[config.mk]
export PLATFORM = sky130hd
export DESIGN_NAME = timer_counter_dev
export DESIGN_NICKNAME = d
export VERILOG_FILES = /design/src/rtl/timer_counter_dev_pkg.sv /design/src/rtl/timer_counter_dev.sv
export SDC_FILE = /design/constraint.sdc
export NUM_CORES = 1
export LEC_CHECK = 0
export ABC_CLOCK_PERIOD_IN_PS = 2500
export CAP_MARGIN = 10
export CORE_UTILIZATION = 29
export DETAILED_ROUTE_END_ITERATION = 8
export PLACE_DENSITY = 0.61
export SETUP_SLACK_MARGIN = 0.3
export SLEW_MARGIN = 20
export SYNTH_ARGS = -nofsm -noshare
export SYNTH_HDL_FRONTEND = slang
export SYNTH_SLANG_ARGS = --single-unit
[constraint.sdc]
create_clock -name clk -period 2.5 [get_ports clk]
set_input_delay 0.625 -clock clk [delete_from_list [all_inputs] [get_ports clk]]
set_output_delay 0.625 -clock clk [all_outputs]
set_load 0.02 [all_outputs]
[src/rtl/timer_counter_dev_pkg.sv]
// Shared definitions for the bus-mapped countdown timer: register offsets,
// CTRL field layout, mode codes and FSM state encodings.
package timer_counter_dev_pkg;

    localparam logic [1:0] ADDR_CTRL   = 2'd0;
    localparam logic [1:0] ADDR_PRESET = 2'd1;
    localparam logic [1:0] ADDR_COUNT  = 2'd2;
    localparam logic [1:0] ADDR_RSVD   = 2'd3;

    localparam int CTRL_EN_BIT   = 0;
    localparam int CTRL_MODE_LSB = 1;
    localparam int CTRL_IM_BIT   = 3;

    localparam logic [1:0] MODE_ONESHOT = 2'd0;
    localparam logic [1:0] MODE_RELOAD  = 2'd1;

    typedef enum logic [1:0] {
        ST_IDLE = 2'd0,
        ST_LOAD = 2'd1,
        ST_CNT  = 2'd2,
        ST_INT  = 2'd3
    } tmr_state_e;

    // Field order matches the CTRL bit positions above (IM at bit 3, EN at bit 0).
    typedef struct packed {
        logic       im;
        logic [1:0] mode;
        logic       en;
    } ctrl_t;

    function automatic logic [31:0] ctrl_to_word(input ctrl_t c);
        return {28'd0, c};
    endfunction

endpackage

[src/rtl/timer_counter_dev.sv]
// Programmable countdown timer with one-shot and auto-reload modes; IRQ is a
// level output gated by the CTRL interrupt mask.
module timer_counter_dev
    import timer_counter_dev_pkg::*;
#(
    parameter int CNT_W = 32
) (
    input  logic        clk,
    input  logic        reset,
    input  logic [1:0]  Addr,
    input  logic        WE,
    input  logic [31:0] Din,
    output logic [31:0] Dout,
    output logic        IRQ
);

    ctrl_t             ctrl_q, ctrl_d;
    logic [CNT_W-1:0]  preset_q, preset_d;
    logic [CNT_W-1:0]  count_q, count_d;
    logic              irq_flag_q, irq_flag_d;
    tmr_state_e        state_q, state_d;

    logic ctrl_wr;
    logic preset_wr;
    logic en_live;

    assign ctrl_wr   = WE && (Addr == ADDR_CTRL);
    assign preset_wr = WE && (Addr == ADDR_PRESET);
    // A CTRL write landing this cycle overrides EN immediately so a stop never
    // costs one extra decrement.
    assign en_live   = ctrl_wr ? Din[CTRL_EN_BIT] : ctrl_q.en;

    always_comb begin
        state_d    = state_q;
        count_d    = count_q;
        irq_flag_d = irq_flag_q;
        ctrl_d     = ctrl_q;
        preset_d   = preset_q;

        case (state_q)
            ST_IDLE: begin
                if (ctrl_q.en) begin
                    state_d = ST_LOAD;
                end
            end
            ST_LOAD: begin
                if (!en_live) begin
                    state_d = ST_IDLE;
                end else begin
                    count_d = preset_q;
                    state_d = ST_CNT;
                end
            end
            ST_CNT: begin
                if (!en_live) begin
                    state_d = ST_IDLE;
                end else if (count_q <= CNT_W'(1)) begin
                    count_d    = '0;
                    irq_flag_d = 1'b1;
                    state_d    = ST_INT;
                end else begin
                    count_d = count_q - CNT_W'(1);
                end
            end
            ST_INT: begin
                if (ctrl_q.mode == MODE_RELOAD) begin
                    irq_flag_d = 1'b0;
                    state_d    = ST_LOAD;
                end else begin
                    ctrl_d.en = 1'b0;
                    state_d   = ST_IDLE;
                end
            end
            default: state_d = ST_IDLE;
        endcase

        // CPU writes take priority over the hardware EN clear and flag set.
        if (ctrl_wr) begin
            ctrl_d     = ctrl_t'(Din[CTRL_IM_BIT:CTRL_EN_BIT]);
            irq_flag_d = 1'b0;
        end
        if (preset_wr) begin
            preset_d = CNT_W'(Din);
        end
    end

    always_ff @(posedge clk) begin
        if (reset) begin
            ctrl_q     <= '0;
            preset_q   <= '0;
            count_q    <= '0;
            irq_flag_q <= 1'b0;
            state_q    <= ST_IDLE;
        end else begin
            ctrl_q     <= ctrl_d;
            preset_q   <= preset_d;
            count_q    <= count_d;
            irq_flag_q <= irq_flag_d;
            state_q    <= state_d;
        end
    end

    always_comb begin
        case (Addr)
            ADDR_CTRL:   Dout = ctrl_to_word(ctrl_q);
            ADDR_PRESET: Dout = 32'(preset_q);
            ADDR_COUNT:  Dout = 32'(count_q);
            default:     Dout = 32'd0;
        endcase
    end

    assign IRQ = ctrl_q.im & irq_flag_q;

endmodule
==> metrics.log, run 1 <==
INFO  metric postLayoutCellArea = roughly 0.0059 mm^2
INFO  metric remaining_drc_errors = 0
INFO  metric timing.critical_path.arrival = 1.64 ns
INFO  metric yosysSeqAreaShare = 0.3485
INFO  metric synth.largest_area_cell = sky130_fd_sc_hd__dfxtp_1
INFO  metric tightestPinTransition = about 0.58 ns
INFO  metric min_path_type = reg -> reg
INFO  metric timing.setup.tns = 0 ns
INFO  metric rsz0062_at_grt = yes
INFO  metric number_of_antenna_violations_at_the_first_check_in_global_routing = 0
INFO  metric grt_pass1_wl = 22.45 mm
INFO  metric yosysWarnings = 0
INFO  metric cts_made_buffers = 9
INFO  metric avgSynthCellArea = 7.653 um^2
INFO  metric placement.setup.worst_slack = -0.5085 ns
INFO  metric number_of_global_route_vias_before_repair = between 4000 and 5000
INFO  metric cellLeakagePower = 0.002200 uW
INFO  metric die_w = 120.6 um
INFO  metric timing.critical_path.mode_cell = sky130_fd_sc_hd__buf_6
INFO  metric final_antenna_net_count = 0
INFO  metric finalCritPeriodShare = 0.9067
INFO  metric layout_cell_share_with_drive_strength_beyond_1 = 0.2720
INFO  metric areaGrowthSynthToFinish = 44.36%
INFO  metric grt_util_met1 = 0.2542
INFO  metric clock.fmax = approximately 440 MHz
INFO  metric synthTopCellsByArea = sky130_fd_sc_hd__dfxtp_1, sky130_fd_sc_hd__nand2_1, sky130_fd_sc_hd__a21oi_1
INFO  metric detail_route.wl_per_cell = 17.41 um
INFO  metric total_via_count_after_detailed_routing = 4373
INFO  metric finalWorstSetupSlack = between 0.2 and 0.25 ns
INFO  metric standard_cell_core_area = ~0.013 mm^2
INFO  metric tritoncts = built
INFO  metric synthDominantCellAreaShare = 0.3485
INFO  metric place_area = 0.005149 mm^2
INFO  metric synthCells = 533
INFO  metric synth.cell_area = 0.004079 mm^2
INFO  metric number_of_levels_the_h_tree_was_split_into = 3
INFO  metric clock_skew = 0.002637 ns
INFO  metric gr-usage-met2 = 0.3211
INFO  metric power_density = about 450 mW/mm^2
INFO  metric synthArstFlopShare = 0
INFO  metric layout_common_cells = sky130_fd_sc_hd__nand2_1, sky130_fd_sc_hd__dfxtp_1, sky130_fd_sc_hd__buf_4
INFO  metric clockBufferDepth = 2
INFO  metric final-setup-viol-count = 0
INFO  metric timing.slew.headroom = 0.6137
INFO  metric final-hold-violation-count = 0
INFO  metric critical_path_class = in -> out
INFO  metric hold_start = preset_q[21]
INFO  metric mostFrequentLayoutCell = sky130_fd_sc_hd__nand2_1
INFO  metric syn_nets = between 500 and 600
INFO  metric die-height = 120.6 um
INFO  metric hpwl = approximately 9.5 mm
INFO  metric worstReg2RegStart = count_q[30]
INFO  metric port_buffers = 69
INFO  metric detailedRoute.firstPassIterationCount = 5
INFO  metric floorplan.die_area = 0.01454 mm^2
INFO  metric outcome = completed
INFO  metric ir_drop = 0.0003353 V
INFO  metric clock_pin_slew_on_the_worst_setup_and_hold_paths = 0.05 ns
INFO  metric placement_row_count = 42
INFO  metric power = 2646 uW
INFO  metric global_route_congestion_overflow_total = 0
INFO  metric initial_utilization = 0.3032
INFO  metric met3_use_gr = 0.04811
INFO  metric clkSinkCount = roughly 70
INFO  metric post_drt_via_cell_ratio = 5.385
INFO  metric final_max_slew_viol_count = 0
INFO  metric grt_start_max_net_pins = 41
INFO  metric synth_edf_count = 0
INFO  metric cts.hold.buffers_added = 0
INFO  metric dominantRegCellSynth = sky130_fd_sc_hd__dfxtp_1
INFO  metric critPathSlowestCell = sky130_fd_sc_hd__nor2b_4
INFO  metric critical_path.cell_chain = buf_6 -> buf_6 -> nor2b_4 -> buf_12 -> buf_8 -> buf_16 -> a22o_1 -> buf_6
INFO  metric cts.root.buffer_cell = sky130_fd_sc_hd__clkbuf_16
INFO  metric timing.critical_path.fanout_max = 6
INFO  metric first_iter_violations = 409
INFO  metric setup.worst_path.start_class = primary input
INFO  metric detail_route.wirelength = 14.14 mm
INFO  metric drv_cap = 0
INFO  metric netlist-cell-type-count = 61
INFO  metric n_antenna_cell = 0
INFO  metric busiest_layer_in_global_routing = met2
INFO  metric clkLatencyLatePin = 0.34 ns
INFO  metric crit_start = Addr[0]
INFO  metric gp_routability_congestion = 0.8568
INFO  metric final.min_clock_period = 2.267 ns
INFO  metric grt_total_usage = 0.1987
INFO  metric synth-seq-cells = 71
INFO  metric crit_path_end_kind = output pin
INFO  metric final_net_count = 670
INFO  metric worst-endpoint-required = 1.88 ns
INFO  metric critPathMaxStageDelay = 0.17 ns
INFO  metric top_level_ports = 70
INFO  metric reg_to_reg_setup_timing_slack = 0.36 ns
==> through the flow <==
step / utilization / hold slack (ns) / instances
after floorplan: - / 0.4450 / 533
after global placement: 0.3827 / 0.4633 / 772
after detailed placement: 0.3827 / 0.4657 / 772
after global routing: 0.4377 / 0.4867 / 812
final: 0.4377 / 0.4727 / 812
after CTS: 0.4149 / 0.4732 / 801
==> repair_timing <==
action | CTS | global route
buffers inserted | 10 | 9
setup endpoints to repair | 67 | 56
cloned | 3 | 2
pin swaps | 11 | 20
gates resized for setup | 179 | 64
==> power breakdown <==
group	total [uW]	switching (uW)	leakage, uW	internal [uW]
clock network	1200	485	0.000142	719
registers	1170	18.2	0.000577	1150
logic	274	132	0.00148	143
total	2650	634	0.00220	2010
==> layer usage <==
layer	wire, um	up-vias	part of all wire
met2	6625	121	0.47
met5	0	-	0
met3	700	21	0.050
li1	-	2134	-
met1	6532	2097	0.46
met4	278	0	0.020
==> cells in the mapped netlist (all sizes together), types with 2 or more instances <==
cell / instances
a22oi: 10
ha: 2
nor3: 12
a31oi: 11
and2: 6
clkbuf: 30
nand4: 4
buf: 21
a41oi: 3
nor2b: 7
or4b: 2
o31ai: 3
nor3b: 2
nand2: 97
a22o: 33
and3: 4
a21bo: 2
a32oi: 2
o21ai: 35
dfxtp: 71
or2: 3
o311ai: 2
nand2b: 3
and4: 2
xor2: 2
o22ai: 2
or4: 5
nor4: 7
or3: 2
a32o: 6
mux2i: 9
inv: 10
nor2: 36
a221oi: 3
a21oi: 60
o41ai: 2
nand3: 12
==> critical path, delay by kind of cell <==
kind / cells / cell delay [ns]
compound gates: 1 / 0.15
buf+inv: 6 / 0.70
simple gates: 1 / 0.17
==> registers in the layout, indices dropped and copies added, names as in the netlist <==
| register | count |
|---|---|
| state_q | 2 |
| preset_q | 32 |
| ctrl_q | 4 |
| irq_flag_q | 1 |
| count_q | 32 |
==> final timing paths <==
check / endpoint / depth (start not counted)
min reg2reg: preset_q[21] / 2
min: preset_q[21] / 2
max: Dout[24] / 8
max reg2reg: count_q[3] / 7
==> cell families after synthesis <==
family,count (synthesis),synth area share
AND/OR/NAND/NOR,206,0.2543
AO/OA/AOI/OAI,182,0.2976
flip-flops,71,0.3485
buffers and inverters,61,0.06718
multiplexers,9,0.02209
XOR/XNOR,2,0.004295
adder cells (fa/ha/maj),2,0.006134
==> layout make-up <==
class                      instances  area, um^2
fill                            1362        7565
multi-input combinational        401        2594
sequential                        71        1433
timing repair buffer             138        1328
clock buffer                      12       256.5
tap                              176       220.2
inverter                          10       37.54
clock inverter                     4       20.02
(Power assumes the default switching activity.)
==> inputs of run 2 (changes only) <==
Settings changed: CTS_BUF_LIST from default to sky130_fd_sc_hd__clkbuf_4.
==> run 2 against run 1 <==
Against the previous run:
- global-route usage fell by 0.43 points
- count of clock-buffer cells in the layout is 2 lower
- sequential share of layout area is 1.2 points higher
- flip-flop and latch count is the same
- clock power is 48% lower
- first-iteration DRC count is 5.1% lower
==> metrics.log, run 2 (synthesized netlist as in run 1, its figures left out) <==
INFO  metric place_area = 0.005149 mm^2 (unchanged)
INFO  metric worst-endpoint-required = 1.88 ns (about the same)
INFO  metric number_of_antenna_violations_at_the_first_check_in_global_routing = 0 (unchanged)
INFO  metric cellLeakagePower = 0.002099 uW (was 0.002200 uW)
INFO  metric hpwl = 9.496 mm (unchanged)
INFO  metric layout_common_cells = sky130_fd_sc_hd__nand2_1, sky130_fd_sc_hd__dfxtp_1, sky130_fd_sc_hd__buf_4 (unchanged)
INFO  metric critPathMaxStageDelay = 0.16 ns (was 0.17 ns)
INFO  metric drv_cap = 0 (unchanged)
INFO  metric number_of_global_route_vias_before_repair = 4266 (was 4277)
INFO  metric tightestPinTransition = 0.5098 ns (was 0.5783 ns)
INFO  metric mostFrequentLayoutCell = sky130_fd_sc_hd__nand2_1 (unchanged)
INFO  metric detail_route.wirelength = 13.86 mm (was 14.14 mm)
INFO  metric detail_route.wl_per_cell = 17.17 um (was 17.41 um)
INFO  metric n_antenna_cell = 0 (unchanged)
INFO  metric global_route_congestion_overflow_total = 0 (unchanged)
INFO  metric cp.buffers_inverters = 6 (unchanged)
INFO  metric outcome = completed (unchanged)
INFO  metric critical_path_class = in -> out (unchanged)
INFO  metric largest_registers = count_q x32, preset_q x32, ctrl_q x4 (unchanged)
INFO  metric clkLatencyLatePin = 0.44 ns (was 0.34 ns)
INFO  metric crit_path_end_kind = output pin (unchanged)
INFO  metric critPathSlowestCell = sky130_fd_sc_hd__nor2b_4 (unchanged)
INFO  metric grt_total_usage = 0.1945 (was 0.1987)
INFO  metric final_antenna_net_count = 0 (unchanged)
INFO  metric fillerInstances = 1410 (was 1362)
INFO  metric final-hold-violation-count = 0 (unchanged)
INFO  metric areaGrowthSynthToFinish = 38.07% (was 44.36%)
INFO  metric clock_pin_slew_on_the_worst_setup_and_hold_paths = 0.11 ns (was 0.05 ns)
INFO  metric timing.critical_path.arrival = 1.62 ns (was 1.64 ns)
INFO  metric tritoncts = built (unchanged)
INFO  metric standard_cell_core_area = 0.01345 mm^2 (unchanged)
INFO  metric detailedRoute.firstPassIterationCount = 5 (unchanged)
INFO  metric initial_utilization = 0.3032 (unchanged)
INFO  metric timing.critical_path.fanout_max = 6 (unchanged)
INFO  metric first_iter_violations = 388 (was 409)
INFO  metric port_buffers = 69 (unchanged)
INFO  metric layout_cell_share_with_drive_strength_beyond_1 = 0.2631 (was 0.2720)
INFO  metric clockBufferDepth = 2 (unchanged)
INFO  metric gp_routability_congestion = 0.8568 (unchanged)
INFO  metric cts.hold.buffers_added = 0 (unchanged)
INFO  metric number_of_levels_the_h_tree_was_split_into = 3 (unchanged)
INFO  metric finalCritPeriodShare = 0.8998 (was 0.9067)
INFO  metric final.min_clock_period = 2.249 ns (was 2.267 ns)
INFO  metric setup.worst_path.start_class = primary input (unchanged)
INFO  metric floorplan.die_area = 0.01454 mm^2 (unchanged)
INFO  metric final_net_count = 665 (was 670)
INFO  metric total_via_count_after_detailed_routing = 4361 (was 4373)
INFO  metric cts_made_buffers = 9 (unchanged)
INFO  metric die_w = 120.6 um (unchanged)
INFO  metric finalWorstSetupSlack = 0.2505 ns (was 0.2332 ns)
INFO  metric min_path_type = reg -> reg (unchanged)
INFO  metric final_max_slew_viol_count = 0 (unchanged)
INFO  metric timing.slew.headroom = 0.6594 (was 0.6137)
INFO  metric postLayoutCellArea = 0.005632 mm^2 (was 0.005888 mm^2)
INFO  metric post_drt_via_cell_ratio = 5.404 (was 5.385)
INFO  metric grt_pass1_wl = 22.13 mm (was 22.45 mm)
INFO  metric cts.root.buffer_cell = sky130_fd_sc_hd__clkbuf_4 (was sky130_fd_sc_hd__clkbuf_16)
INFO  metric rsz0062_at_grt = yes (unchanged)
INFO  metric die-height = 120.6 um (unchanged)
INFO  metric critical_path.cell_chain = buf_6 -> buf_6 -> nor2b_4 -> buf_12 -> buf_8 -> buf_16 -> a22o_1 -> buf_6 (unchanged)
INFO  metric clkSinkCount = 71 (unchanged)
INFO  metric power_density = 364.7 mW/mm^2 (was 449.3 mW/mm^2)
INFO  metric clock_skew = 0.01097 ns (was 0.002637 ns)
INFO  metric top_level_ports = 70 (unchanged)
INFO  metric final-setup-viol-count = 0 (unchanged)
INFO  metric timing.critical_path.mode_cell = sky130_fd_sc_hd__buf_6 (unchanged)
INFO  metric ir_drop = 0.0002358 V (was 0.0003353 V)
INFO  metric clock.fmax = 444.5 MHz (was 441.2 MHz)
INFO  metric largest_delay_contributor_family_on_the_critical_path = buffers and inverters (unchanged)
INFO  metric placement.setup.worst_slack = -0.5085 ns (unchanged)
INFO  metric grt_start_max_net_pins = 41 (unchanged)
INFO  metric remaining_drc_errors = 0 (unchanged)
INFO  metric placement_row_count = 42 (unchanged)
-- run 2: cell count changes in the layout (fill, tap and decap cells not counted), sizes merged --
cell           change
dlygate4sd2        +1
buf                -4
clkdlybuf4s50      -1
clkdlybuf4s15      -1
clkinv             +2
clkbuf             -2
-- run 2: layout make-up --
cell class	count	area, um^2	share of cell area
tap	176	220.2	0.03910
timing repair buffer	133	1260	0.2237
inverter	10	37.54	0.006665
clock inverter	6	27.53	0.004888
clock buffer	10	75.07	0.01333
multi-input combinational	401	2572	0.4568
sequential	71	1439	0.2555
-- run 2: final timing paths --
kind              cells after the start          from            to  slack, ns
setup reg to reg                      7   count_q[27]    count_q[3]       0.32
hold reg to reg                       2  preset_q[16]  preset_q[16]       0.48
setup / recovery                      8       Addr[0]      Dout[23]       0.25
hold / removal                        2  preset_q[16]  preset_q[16]       0.48
-- run 2: per-layer routing --
| metal | track usage | vias to the layer above | routed length (um) |
|---|---|---|---|
| met5 | 0 | - | 0 |
| met4 | 0.08025 | 0 | 312 |
| met3 | 0.04104 | 27 | 891 |
| met2 | 0.3154 | 156 | 6410 |
| met1 | 0.2498 | 2055 | 6243 |
| li1 | - | 2123 | - |
-- run 2: worst reg2reg max path, cell delays in order (launching register included) --
cell	delay, ns
sky130_fd_sc_hd__dfxtp_4	0.37
sky130_fd_sc_hd__or4_4	0.56
sky130_fd_sc_hd__nor3_4	0.26
sky130_fd_sc_hd__a41oi_1	0.17
sky130_fd_sc_hd__buf_4	0.22
sky130_fd_sc_hd__a32o_1	0.26
sky130_fd_sc_hd__a22oi_1	0.18
sky130_fd_sc_hd__nor2_1	0.05
-- run 2: power by group --
part | switching (uW) | internal (uW) | leakage, uW
registers | 18.3 | 1150 | 0.000579
logic | 128 | 140 | 0.00146
clock network | 418 | 202 | 0.0000648
-- run 2: metrics by stage --
step | utilization | setup TNS, ns | total power [uW] | hold slack [ns] | instances
after global routing | 0.4186 | 0 | 2151 | 0.4965 | 807
final | 0.4186 | 0 | 2054 | 0.4791 | 807
after CTS | 0.3981 | 0 | 2072 | 0.4817 | 796
after detailed placement | 0.3827 | -23.14 | 1427 | 0.4657 | 772
after global placement | 0.3827 | -23.93 | 1424 | 0.4633 | 772
after floorplan | - | 0 | 1305 | 0.4450 | 533
-- run 2: what timing repair did --
item / CTS / global route
hold endpoints to repair: 0 / 0
pin swaps: 7 / 14
setup buffers: 6 / 9
cloned: 2 / 2
setup endpoints to repair: 62 / 53
resized for setup: 179 / 59
